**src/rtl/audio_codec_pkg.sv**
```systemverilog
// ---------------------------------------------------------------------------
// audio_codec_pkg
// Shared constants and types for the serial audio codec interface.
//   SMPL_W     : parallel sample width
//   FRM_CNT_W  : width of the frame counter (1024 clk per stereo frame)
//   SCLK_RISE  : frm_cnt[4:0] value whose ending edge raises SCLK
//   SCLK_FALL  : frm_cnt[4:0] value whose ending edge lowers SCLK
//   LFT_LATCH  : frm_cnt value ending the left half of the frame
//   FRM_END    : frm_cnt value ending the whole frame
//   codec_state_e : codec reset / startup sequencing states
// ---------------------------------------------------------------------------
package audio_codec_pkg;

  localparam int SMPL_W    = 16;
  localparam int FRM_CNT_W = 10;

  localparam logic [4:0]           SCLK_RISE = 5'h0F;
  localparam logic [4:0]           SCLK_FALL = 5'h1F;
  localparam logic [FRM_CNT_W-1:0] LFT_LATCH = 10'h1FF;
  localparam logic [FRM_CNT_W-1:0] FRM_END   = 10'h3FF;

  typedef enum logic [1:0] {
    RST_CODEC = 2'd0,
    PRIME     = 2'd1,
    RUN       = 2'd2
  } codec_state_e;

endpackage

```
**src/rtl/codec_clk_gen.sv**
```systemverilog
// ---------------------------------------------------------------------------
// codec_clk_gen
// Free-running 10-bit frame counter and the codec clocks / strobes derived
// from it. SCLK and LRCLK are taken straight from counter bits so they are
// glitch-free register outputs.
// Ports:
//   clk, rst_n  : system clock, asynchronous active-low reset
//   SCLK        : bit clock, clk/32 (frm_cnt[4])
//   LRCLK       : frame clock, clk/1024 (frm_cnt[9]); low = left
//   sclk_rise   : high in the cycle whose ending edge raises SCLK
//   sclk_fall   : high in the cycle whose ending edge lowers SCLK
//   frm_end     : high in the last cycle of the frame (frm_cnt == 0x3FF)
//   lft_latch   : high in the last cycle of the left half (frm_cnt == 0x1FF)
// ---------------------------------------------------------------------------
module codec_clk_gen
  import audio_codec_pkg::*;
(
  input  logic clk,
  input  logic rst_n,
  output logic SCLK,
  output logic LRCLK,
  output logic sclk_rise,
  output logic sclk_fall,
  output logic frm_end,
  output logic lft_latch
);

  logic [FRM_CNT_W-1:0] frm_cnt_reg;

  always_ff @(posedge clk or negedge rst_n) begin
    if (!rst_n) begin
      frm_cnt_reg <= '0;
    end else begin
      frm_cnt_reg <= frm_cnt_reg + 1'b1;
    end
  end

  assign SCLK      = frm_cnt_reg[4];
  assign LRCLK     = frm_cnt_reg[FRM_CNT_W-1];
  assign sclk_rise = (frm_cnt_reg[4:0] == SCLK_RISE);
  assign sclk_fall = (frm_cnt_reg[4:0] == SCLK_FALL);
  assign frm_end   = (frm_cnt_reg == FRM_END);
  assign lft_latch = (frm_cnt_reg == LFT_LATCH);

endmodule

```
**src/rtl/audio_codec_intf.sv**
```systemverilog
// ---------------------------------------------------------------------------
// audio_codec_intf
// Serial audio front/back end: generates codec clocks, deserializes
// left-justified stereo samples from the ADC and serializes processed
// samples to the DAC, one stereo frame per 1024 clk.
// Ports:
//   clk, rst_n : system clock, asynchronous active-low reset
//   SDin       : serial data from codec ADC
//   lft_out    : left sample to transmit (sampled at frm_cnt == 0x3FF)
//   rght_out   : right sample to transmit (sampled at frm_cnt == 0x3FF)
//   SCLK       : bit clock, clk/32
//   LRCLK      : frame clock, clk/1024; low = left, high = right
//   SDout      : serial data to codec DAC
//   RSTn       : codec reset, active low
//   lft_in     : last received left sample
//   rght_in    : last received right sample
//   valid      : one-clk pulse when a new pair lands on lft_in/rght_in
// ---------------------------------------------------------------------------
module audio_codec_intf
  import audio_codec_pkg::*;
(
  input  logic              clk,
  input  logic              rst_n,
  input  logic              SDin,
  input  logic [SMPL_W-1:0] lft_out,
  input  logic [SMPL_W-1:0] rght_out,
  output logic              SCLK,
  output logic              LRCLK,
  output logic              SDout,
  output logic              RSTn,
  output logic [SMPL_W-1:0] lft_in,
  output logic [SMPL_W-1:0] rght_in,
  output logic              valid
);

  logic sclk_rise;
  logic sclk_fall;
  logic frm_end;
  logic lft_latch;

  codec_clk_gen u_clk_gen (
    .clk       (clk),
    .rst_n     (rst_n),
    .SCLK      (SCLK),
    .LRCLK     (LRCLK),
    .sclk_rise (sclk_rise),
    .sclk_fall (sclk_fall),
    .frm_end   (frm_end),
    .lft_latch (lft_latch)
  );

  // -------------------------------------------------------------------------
  // Codec reset / startup sequencing
  // -------------------------------------------------------------------------
  codec_state_e state_reg;
  codec_state_e state_next;
  logic         valid_reg;
  logic         valid_next;
  logic         rstn_reg;
  logic         rstn_next;

  always_ff @(posedge clk or negedge rst_n) begin
    if (!rst_n) begin
      state_reg <= RST_CODEC;
      valid_reg <= 1'b0;
      rstn_reg  <= 1'b0;
    end else begin
      state_reg <= state_next;
      valid_reg <= valid_next;
      rstn_reg  <= rstn_next;
    end
  end

  always_comb begin
    state_next = state_reg;
    valid_next = 1'b0;
    rstn_next  = 1'b0;
    case (state_reg)
      RST_CODEC: if (frm_end) state_next = PRIME;
      PRIME:     if (frm_end) state_next = RUN;
      RUN:       state_next = RUN;
      default:   state_next = RST_CODEC;
    endcase
    // valid and RSTn are registered from the next state so they line up
    // with the frame wrap and cannot glitch while the state encoding moves.
    valid_next = frm_end && (state_next == RUN);
    rstn_next  = (state_next != RST_CODEC);
  end

  assign valid = valid_reg;
  assign RSTn  = rstn_reg;

  // -------------------------------------------------------------------------
  // Receive and transmit shifters
  // -------------------------------------------------------------------------
  logic [SMPL_W-1:0]   rx_shft_reg;
  logic [SMPL_W-1:0]   lft_hold_reg;
  logic [SMPL_W-1:0]   lft_in_reg;
  logic [SMPL_W-1:0]   rght_in_reg;
  logic [2*SMPL_W-1:0] tx_shft_reg;

  always_ff @(posedge clk or negedge rst_n) begin
    if (!rst_n) begin
      rx_shft_reg  <= '0;
      lft_hold_reg <= '0;
      lft_in_reg   <= '0;
      rght_in_reg  <= '0;
      tx_shft_reg  <= '0;
    end else begin
      if (sclk_rise) begin
        rx_shft_reg <= {rx_shft_reg[SMPL_W-2:0], SDin};
      end
      // Left word is parked until the right word completes so both
      // outputs change together on the frame boundary.
      if (lft_latch) begin
        lft_hold_reg <= rx_shft_reg;
      end
      if (frm_end) begin
        lft_in_reg  <= lft_hold_reg;
        rght_in_reg <= rx_shft_reg;
      end
      // frm_end coincides with an sclk_fall; the load must win so the
      // left MSB is on SDout from the LRCLK falling edge.
      if (frm_end) begin
        tx_shft_reg <= {lft_out, rght_out};
      end else if (sclk_fall) begin
        tx_shft_reg <= {tx_shft_reg[2*SMPL_W-2:0], 1'b0};
      end
    end
  end

  assign lft_in  = lft_in_reg;
  assign rght_in = rght_in_reg;
  assign SDout   = tx_shft_reg[2*SMPL_W-1];

endmodule

```
**config.mk**
```make
export PLATFORM = sky130hd
export DESIGN_NAME = audio_codec_intf
export DESIGN_NICKNAME = d
export VERILOG_FILES = /design/src/rtl/audio_codec_pkg.sv /design/src/rtl/codec_clk_gen.sv /design/src/rtl/audio_codec_intf.sv
export SDC_FILE = /design/constraint.sdc
export NUM_CORES = 1
export LEC_CHECK = 0
export ABC_AREA = 1
export BUFFER_PORTS_ARGS = -buffer_cell sky130_fd_sc_hd__clkbuf_2
export CORE_ASPECT_RATIO = 1.2
export CORE_UTILIZATION = 56
export CTS_BUF_LIST = sky130_fd_sc_hd__clkbuf_16
export DETAILED_ROUTE_END_ITERATION = 7
export PLACE_DENSITY = 0.8
export SYNTH_ARGS = -nofsm -noshare
export SYNTH_HDL_FRONTEND = slang
export SYNTH_SLANG_ARGS = --single-unit
```
**constraint.sdc**
```tcl
create_clock -name clk -period 2.36 [get_ports clk]
set_clock_uncertainty 0.05 [all_clocks]
set_input_delay 0.236 -clock clk [delete_from_list [all_inputs] [get_ports clk]]
set_output_delay 0.236 -clock clk [all_outputs]
set_load 0.005 [all_outputs]
```
==> out/qor.yml, run 1 <==
worst_hold_path:
  holdPathStages: 3
  min-delay-start: "SDin"
  whs_endpoint: "rx_shft_reg[0]"
  hold_path.class: "input port to flop"
worst_setup_path:
  worstPathMaxFanout: 32
  cp.required_ns: 2.58
  worst-r2r-setup-slack_ns: 0.39
  start_kind: "flop"
  reg2reg_to: "tx_shft_reg[20]"
  crit_arrival_ns: 2.18
  cp-end-kind: "flop"
  rr_worst_depth: 8
  crit_path_start: "u_clk_gen.frm_cnt_reg[0]"
  r2r-start: "u_clk_gen.frm_cnt_reg[0]"
  crit_type: "flop to flop"
floorplanning:
  die_area_um2: 8340
  rows: 35
  die_y_um: 99.9
  chipWidth_um: 83.5
  initial_core_util: 0.580
  io_pins: 72
  core-area_um2: 7710
clock_network:
  clk_latency_ns: 0.33
  cts-buffers-inserted: 9
  cts_root_buf: "clkbuf_16"
  h-tree-depth: 3
  clk_path_buf_depth: 2
  path_clk_slew_ns: 0.07
  clkSinkCount: 110
  post_cts_buffers: 0
  cts_tree: "done"
power:
  leakagePower_nw: 2.57
  ir_drop_v: 0.000521
  power_density_nw_per_um2: 667
finish:
  final_layout_size_suffix_gt1_frac: 0.181
  diodes: 0
  seqCellArea_um2: 2750
  final_cell_area_um2: 5210
  fin_util: 0.676
  finalNetCount: 584
  multi_input_area_um2: 1450
  areaGrowthSynthToFinish_pct: 16.7
  largest_reg_flops: 32
  fillers: 609
timing:
  min_period_ns: 1.97
  finalSetupViolCount: 0
  slew_headroom: 0.568
  timing.final.crit_share: 0.833
  hold_viol: 0
  worstMarginPinSlew_ns: 0.647
  rsz0062_at_grt: "no"
  fin_tns_setup_ns: 0
  fin_ws_ns: 0.395
  holdWs_ns: 0.0583
  max_freq_mhz: 509
  final_max_slew_viol_count: 0
routing:
  drc_errors: 0
  num_vias: 3479
  drt_iter0_markers: 222
  wirelength_mm: 8.91
  firstDrtPassIters: 6
  ant_nets: 0
  viasPerCell: 5.41
  wl_per_cell_um: 13.9
synthesis:
  synthArstFlopShare: 1.00
  synth-compound-area-share: 0.0549
  synth_top_area_frac: 0.616
  yosys_warnings: 0
  yosysMostFrequentCell: "nand2_1"
  ys.flop_type: "dfrtp_1"
  synth_area_um2: 4470
  synthAdderAreaFrac: 0.00840
  synth_seq_cells: 110
  synth_top_family_by_area: "simple AND/OR/NAND/NOR gates"
  yosysSeqAreaShare: 0.616
  yosys.area_share.simple: 0.247
  muxShareOfSynthArea: 0
  syn_nets: 520
  synth_edf_count: 0
  synth.area.top_cells: "dfrtp_1, nand2_1, nand3_1, o21ai_0, inv_1"
  synth-xor-area-share: 0.0137
  synth_cells: 482
  syn_area_per_cell_um2: 9.27
  yosysUniqueCellTypes: 21
  synthTopCellsByCount: "nand2_1, dfrtp_1, nand3_1, o21ai_0, inv_1"
  yosysTopAreaCell: "dfrtp_1"
placement:
  numPortBuffers: 71
  gp_congestion: 0.749
  dp_hpwl_mm: 5.78
  dp_worst_setup_slack_ns: 0.435
  placed_cell_area_um2: 4900
global_route:
  grt_pass1_wl_mm: 15.0
  grt_max_degree: 68
  antenna_found_initial: 0
  grt_overflow_total: 0
  grt_use_total: 0.224
  grt_pass1_vias: 3287
run_status:
  outcome: "finished, final reports clean"
flow_run:
  max_cap_violations: 0
-- cell families (layout without fill, tap and decap cells) --
logic type               count (synthesis)  in the layout
AND/OR/NAND/NOR                        254            254
flip-flops                             110            110
buffers and inverters                   59            128
AO/OA/AOI/OAI                           49             49
XOR/XNOR                                 7              7
adder cells (fa/ha/maj)                  3              3
-- layer usage --
layer	share of wire	GRT usage	vias up	wire length [µm]
met5	0	0	-	0
met4	0.017	0.0913	0	152
li1	-	-	1691	-
met2	0.50	0.354	84	4480
met3	0.040	0.0345	12	355
met1	0.44	0.315	1692	3920
-- cell type report --
cell class,instances,area share
Clock buffer,9,0.0432
Clock inverter,7,0.0154
Inverter,30,0.0216
Multi-Input combinational cell,313,0.277
Sequential cell,110,0.528
Tap cell,92,0.0221
Timing Repair Buffer,82,0.0922
-- worst max path at each step --
stage | to | cells after the start | slack, ns
floorplan | tx_shft_reg[2] | 8 | 0.66
global placement | tx_shft_reg[10] | 8 | 0.51
detailed placement | tx_shft_reg[16] | 8 | 0.44
CTS | tx_shft_reg[20] | 8 | 0.38
global route | tx_shft_reg[20] | 8 | 0.22
finish | tx_shft_reg[20] | 8 | 0.39
-- power breakdown --
part | leakage [nW] | switching [W] | internal, W
logic | 1.06 | 0.0000467 | 0.0000261
clock network | 0.150 | 0.000678 | 0.000838
registers | 1.36 | 0.000000879 | 0.00189
-- per-stage QoR --
step           std cells  total power [W]
6_report             643          0.00348
4_1_cts              643          0.00351
5_1_grt              643          0.00360
3_3_place_gp         626          0.00200
3_5_place_dp         626          0.00200
2_1_floorplan        482          0.00193
-- worst max-delay path, stage by stage (launching register included) --
cell	delay (ns)
dfrtp_1	0.41
ha_1	0.21
nand2_1	0.12
nor2_4	0.18
nand3_4	0.23
inv_2	0.30
buf_12	0.22
nand2_1	0.08
nand3_1	0.10
-- cells in the final DEF (no fill, tap or decap), types with 2 or more instances in the layout --
cell type  instances
o21ai_1            6
ha_1               3
nor2_1             6
buf_4              8
xor2_1             5
dfrtp_1          110
inv_1             29
nand2_1          146
nand3_1           96
clkbuf_2          70
nor3_1             2
clkbuf_16          9
o21ai_0           43
buf_12             3
clkinv_4           2
inv_6              2
xnor2_1            2
-- repair_timing --
item / CTS / global route
endpoints found under the hold margin: 49 / 0
hold buffers: 1 / 0
resized for setup: 0 / 0
No activity file was read; power rests on OpenSTA's default activity.
==> inputs of run 2 (changes only) <==
CORE_UTILIZATION = 50   (was 56)
PLACE_DENSITY = 0.76   (was 0.8)
clock period = 1.7 ns   (was 2.36 ns; I/O delays follow)
==> run 2 against run 1 <==
Against the previous run:
- die area increased by 12%
- count of clock-buffer cells in the layout unchanged
- final area increased by 6.6%
- cell count increased by 7.5%
- critical path depth unchanged
- worst setup slack got worse by 0.31 ns
- combinational power increased by 79%
- sequential share of layout area decreased by 3.3 points
- worst hold slack got worse by 0.050 ns
- register-to-register slack got worse by 0.31 ns
- global-route usage increased by 0.12 points
- wire length increased by 13%
- critical endpoint is now tx_shft_reg[25]
==> out/qor.yml, run 2 (synthesized netlist as in run 1, its figures left out) <==
finish:
  multi_input_area_um2: 1480
  areaGrowthSynthToFinish_pct: 24.4
  final_cell_area_um2: 5560
  finalNetCount: 608
  fillers: 704
  layout_commonest_cell: "nand2_1"
  seqCellArea_um2: 2750
  final_cell_mix: "nand2_1, dfrtp_1, nand3_1"
  fin_cells: 691
  final_layout_size_suffix_gt1_frac: 0.200
  diodes: 0
  largest_reg_flops: 32
timing:
  fin_ws_ns: 0.0839
  max_freq_mhz: 619
  timing.final.crit_share: 0.951
  fin_tns_setup_ns: 0
  slew_headroom: 0.663
  final_max_slew_viol_count: 0
  finalSetupViolCount: 0
  worstMarginPinSlew_ns: 0.505
  min_period_ns: 1.62
  hold_viol: 0
routing:
  drt_iter0_markers: 268
  wirelength_mm: 10.1
  ant_nets: 0
  firstDrtPassIters: 6
  drc_errors: 0
  wl_per_cell_um: 14.6
  num_vias: 3621
  viasPerCell: 5.24
placement:
  gp_congestion: 0.805
  placedCellCount: 660
  dp_hpwl_mm: 6.42
  placed_cell_area_um2: 5030
  numPortBuffers: 71
  dp_worst_setup_slack_ns: -0.0302
power:
  power_density_nw_per_um2: 885
  ir_drop_v: 0.000532
  seq_power_share: 0.533
  p_switching_w: 0.000972
  cell_internal_pwr_w: 0.00395
  leakagePower_nw: 2.70
  swShare: 0.198
  pwr-share-comb: 0.026
  clkPwrFrac: 0.441
floorplanning:
  chipWidth_um: 88.3
  rows: 37
  initial_core_util: 0.519
  core-area_um2: 8610
  io_pins: 72
  die_y_um: 106
  die_area_um2: 9320
worst_setup_path:
  cp.buffers_inverters: 2
  start_kind: "flop"
  worst_path_max_delay_cell: "dfrtp_1"
  cp.required_ns: 1.87
  cp_cell_sequence: "ha_2 -> nand2_2 -> nor2_4 -> ha_4 -> inv_1 -> buf_4 -> nand3_1 -> nand3_1"
  max_stage_delay_ns: 0.37
  cpMostUsedCell: "nand3_1"
  crit_family: "simple AND/OR/NAND/NOR gates"
  crit_type: "flop to flop"
  crit_arrival_ns: 1.79
  worstPathMaxFanout: 8
  cp-end-kind: "flop"
run_status:
  outcome: "finished, final reports clean"
worst_hold_path:
  hold_path.class: "input port to flop"
clock_network:
  cts-buffers-inserted: 9
  clk_path_buf_depth: 2
  clkSinkCount: 110
  h-tree-depth: 3
  cts_tree: "done"
  cts_root_buf: "clkbuf_16"
  clk_latency_ns: 0.34
  path_clk_slew_ns: 0.07
global_route:
  grt_pass1_vias: 3516
  grt_max_degree: 46
  grt_overflow_total: 0
  grt_use_total: 0.225
  grt_pass1_wl_mm: 16.1
  antenna_found_initial: 0
flow_run:
  max_cap_violations: 0
[run 2: cell count changes in the layout (fill, tap and decap cells not counted), sizes merged]
cell and delta:
clkbuf +2, clkinvlp +1, bufinv +1, inv -1, buf +11, clkinv -2
dlygate4sd3 +11
[run 2: tightest hold or removal path, delay by kind of cell]
kind	cells	cell delay (ns)
AND/OR/NAND/NOR	2	0.11
buffers and inverters	1	0.08
[run 2: worst paths after layout]
| kind | from | end | slack, ns | cells past startpoint |
|---|---|---|---|---|
| hold / removal | lft_out[0] | tx_shft_reg[16] | 0.009 | 3 |
| max in group asynchronous | rst_n | u_clk_gen.frm_cnt_reg[4] | 0.68 | 3 |
| setup / recovery | u_clk_gen.frm_cnt_reg[1] | tx_shft_reg[25] | 0.08 | 8 |
| min in group asynchronous | rst_n | valid | 0.30 | 2 |
| setup reg to reg | u_clk_gen.frm_cnt_reg[1] | tx_shft_reg[25] | 0.08 | 8 |
| hold reg to reg | lft_hold_reg[0] | lft_in[0] | 0.42 | 2 |
[run 2: timing repair]
| action | in CTS | in global routing |
|---|---|---|
| buffers inserted | 1 | 1 |
| gates resized for setup | 3 | 7 |
| pin swaps | 2 | 2 |
| gates cloned | 0 | 2 |
| hold buffers | 11 | 1 |
| endpoints found under the setup margin | 29 | 78 |
| hold endpoints to repair | 43 | 1 |
[run 2: layer usage]
metal	routed length, µm	global-route usage
met1	4300	0.290
met2	5060	0.358
met3	456	0.0509
met4	238	0.103
met5	0	0
[run 2: power by group through the flow]
stage	Combinational [W]	Sequential [W]	Clock, W
after floorplan	0.00000235	0.00267	0
after global placement	0.000107	0.00267	0
after global routing	0.000146	0.00262	0.00231
final	0.000130	0.00262	0.00217
after detailed placement	0.000110	0.00267	0
after CTS	0.000130	0.00262	0.00221
[run 2: final cells by class]
| cell class | count | share of cell area |
|---|---|---|
| clock buffers | 9 | 0.0405 |
| flip-flops and latches | 110 | 0.495 |
| clock inverters | 6 | 0.0144 |
| inverters | 30 | 0.0207 |
| well taps | 117 | 0.0263 |
| repair buffers | 106 | 0.137 |
| multi-input cells | 313 | 0.266 |
[run 2: stage by stage]
| step | hold WS [ns] | utilization | power (W) |
|---|---|---|---|
| 2_1_floorplan | -0.176 | - | 0.00267 |
| 3_3_place_gp | 0.112 | 0.585 | 0.00278 |
| 3_5_place_dp | 0.125 | 0.585 | 0.00278 |
| 4_1_cts | 0.00206 | 0.635 | 0.00496 |
| 5_1_grt | 0.00844 | 0.645 | 0.00508 |
| 6_report | 0.00876 | 0.645 | 0.00492 |
==> inputs of run 3 (changes only) <==
ABC_AREA = default   (was 1)
CORE_UTILIZATION = 51   (was 50)
PLACE_DENSITY = 0.77   (was 0.76)
SLEW_MARGIN = 25   (was default)
==> run 3 against run 2 <==
Against the previous run:
- the run now ends with negative setup slack left
- largest power group unchanged
- flip-flop and latch count stayed put
- synthesized area rose by 2.1%
- critical endpoint is now lft_hold_reg[5]
- core utilization is 2.8 points higher
- synthesized cell count down 31%
- critical path type unchanged
==> out/qor.yml, run 3 <==
finish:
  final_layout_size_suffix_gt1_frac: 0.538
  final_cell_mix: "dfrtp_1, clkbuf_2, mux2_2"
  diodes: 0
  largest_reg_flops: 32
  areaGrowthSynthToFinish_pct: 27.1
  finalNetCount: 456
  layout_commonest_cell: "dfrtp_1"
timing:
  fin_ws_ns: -0.0446
  worstMarginPinSlew_ns: 0.553
  rsz0062_at_grt: "yes"
  holdWs_ns: 0.0143
  timing.final.crit_share: 1.03
  max_freq_mhz: 573
  min_period_ns: 1.74
  final_max_slew_viol_count: 0
  finalSetupViolCount: 54
  hold_viol: 0
  slew_headroom: 0.632
floorplanning:
  rows: 37
  die_area_um2: 9330
  initial_core_util: 0.530
  chipWidth_um: 88.3
  core-area_um2: 8610
  io_pins: 72
  die_y_um: 106
global_route:
  grt_max_degree: 67
  grt_overflow_total: 0
  antenna_found_initial: 0
  grt_use_total: 0.204
  grt_pass1_wl_mm: 14.5
  grt_pass1_vias: 2957
run_status:
  violations: "negative setup slack"
  outcome: "finished with violations"
worst_setup_path:
  reg2reg_to: "lft_hold_reg[5]"
  cp-end-kind: "flop"
  r2r-start: "u_clk_gen.frm_cnt_reg[1]"
  crit_path_start: "u_clk_gen.frm_cnt_reg[1]"
  worstPathMaxFanout: 8
  crit_type: "flop to flop"
  cp.required_ns: 1.88
  cp-endpoint: "lft_hold_reg[5]"
  rr_worst_depth: 6
  worst-r2r-setup-slack_ns: -0.04
  crit_arrival_ns: 1.92
  start_kind: "flop"
clock_network:
  clkSinkCount: 110
  clk_latency_ns: 0.34
  cts-buffers-inserted: 9
  cts_root_buf: "clkbuf_16"
  path_clk_slew_ns: 0.08
  h-tree-depth: 3
  clk_path_buf_depth: 2
  cts_tree: "done"
synthesis:
  synth_edf_count: 0
  yosys_warnings: 0
  synthArstFlopShare: 1.00
  synth_cells: 331
  syn_area_per_cell_um2: 13.8
  synthTopCellsByCount: "dfrtp_1, mux2_2, a21oi_1, mux2i_1, nor4_1"
  synth_seq_cells: 110
  yosysMostFrequentCell: "dfrtp_1"
  yosysTopAreaCell: "dfrtp_1"
  synth_top_area_frac: 0.604
  synth.area.top_cells: "dfrtp_1, mux2_2, mux2i_1, nor4_1, a21oi_1"
  syn_nets: 369
  ys.flop_type: "dfrtp_1"
  synth_area_um2: 4560
  yosysSeqAreaShare: 0.604
  yosysUniqueCellTypes: 28
power:
  ir_drop_v: 0.000466
  clkPwrFrac: 0.409
  swShare: 0.223
  pwr-share-comb: 0.036
  seq_power_share: 0.556
  cell_internal_pwr_w: 0.00375
  power_density_nw_per_um2: 833
  leakagePower_nw: 2.73
  p_total_w: 0.00483
  p_switching_w: 0.00107
placement:
  dp_hpwl_mm: 5.83
  gp_congestion: 0.764
  numPortBuffers: 71
routing:
  ant_nets: 0
  wirelength_mm: 9.06
  num_vias: 2896
  drc_errors: 0
  viasPerCell: 5.37
  firstDrtPassIters: 4
  wl_per_cell_um: 16.8
  drt_iter0_markers: 72
flow_run:
  max_cap_violations: 0
worst_hold_path:
  hold_path.class: "input port to flop"
[run 3: cell count changes after synthesis, sizes merged, moves of 32 or more]
cell / change
mux2i: +32
mux2: +65
o21ai: -48
nand2: -142
a21oi: +32
nand3: -94
[run 3: kinds of logic (layout without fill, tap and decap cells)]
| logic type | after synthesis | after routing | share of synthesized area |
|---|---|---|---|
| flops | 110 | 110 | 0.604 |
| mux | 97 | 97 | 0.234 |
| simple gates | 53 | 53 | 0.0752 |
| compound gates | 34 | 34 | 0.0379 |
| buf+inv | 27 | 118 | 0.0277 |
| xor+xnor | 7 | 7 | 0.0134 |
| fa+ha+maj | 3 | 3 | 0.00823 |
[run 3: power groups by stage]
stage / logic, W / registers, W / clock network (W)
final: 0.000172 / 0.00268 / 0.00197
after CTS: 0.000173 / 0.00268 / 0.00203
after global placement: 0.000164 / 0.00273 / 0
after global routing: 0.000196 / 0.00268 / 0.00213
after floorplan: 0.0000609 / 0.00272 / 0
after detailed placement: 0.000169 / 0.00273 / 0
[run 3: how the worst min path moves through the flow]
stage                      end  cells past startpoint  startpoint  slack, ns
3_5_place_dp   tx_shft_reg[25]                      2       rst_n       0.15
2_1_floorplan             RSTn                      0       rst_n      -0.18
6_report        rx_shft_reg[0]                      2        SDin       0.01
3_3_place_gp   tx_shft_reg[25]                      2       rst_n       0.15
5_1_grt         rx_shft_reg[0]                      2        SDin       0.02
4_1_cts         rx_shft_reg[0]                      2        SDin      0.007
[run 3: critical path, cell delays in order, from the launching register on]
cell	delay (ns)
dfrtp_1	0.40
ha_4	0.17
nand4_4	0.13
nor4b_4	0.22
buf_4	0.18
clkbuf_16	0.16
mux2_2	0.33
[run 3: layout make-up]
class                      count  area, µm²
inverter                       4       15.0
timing repair buffer          99        692
fill                         667       2820
multi-input combinational    194       1910
sequential                   110       2750
clock inverter                 6       53.8
tap                          117        146
clock buffer                   9        225
[run 3: timing repair]
| action | in CTS | in global routing |
|---|---|---|
| setup endpoints to repair | 70 | 97 |
| pin swaps | 1 | 0 |
| buffers inserted | 0 | 2 |
| gates cloned | 0 | 2 |
| resized for setup | 5 | 23 |
| endpoints found under the hold margin | 110 | 0 |
| hold buffers | 1 | 0 |
[run 3: per-layer routing]
metal,track usage,wire length (µm)
met1,0.265,4030
met5,0,0
met3,0.0540,351
met4,0.0553,96
met2,0.335,4580
[run 3: stage by stage]
step / setup TNS [ns] / cell area (µm²) / utilization / setup slack, ns / cells
after floorplan: -5.39 / 4800 / - / -0.215 / 331
after global placement: -0.132 / 5330 / 0.619 / -0.00952 / 519
after detailed placement: -1.44 / 5330 / 0.619 / -0.0725 / 519
after CTS: -1.02 / 5640 / 0.655 / -0.0470 / 535
after global routing: -6.28 / 5800 / 0.673 / -0.100 / 539
final: -0.823 / 5800 / 0.673 / -0.0446 / 539
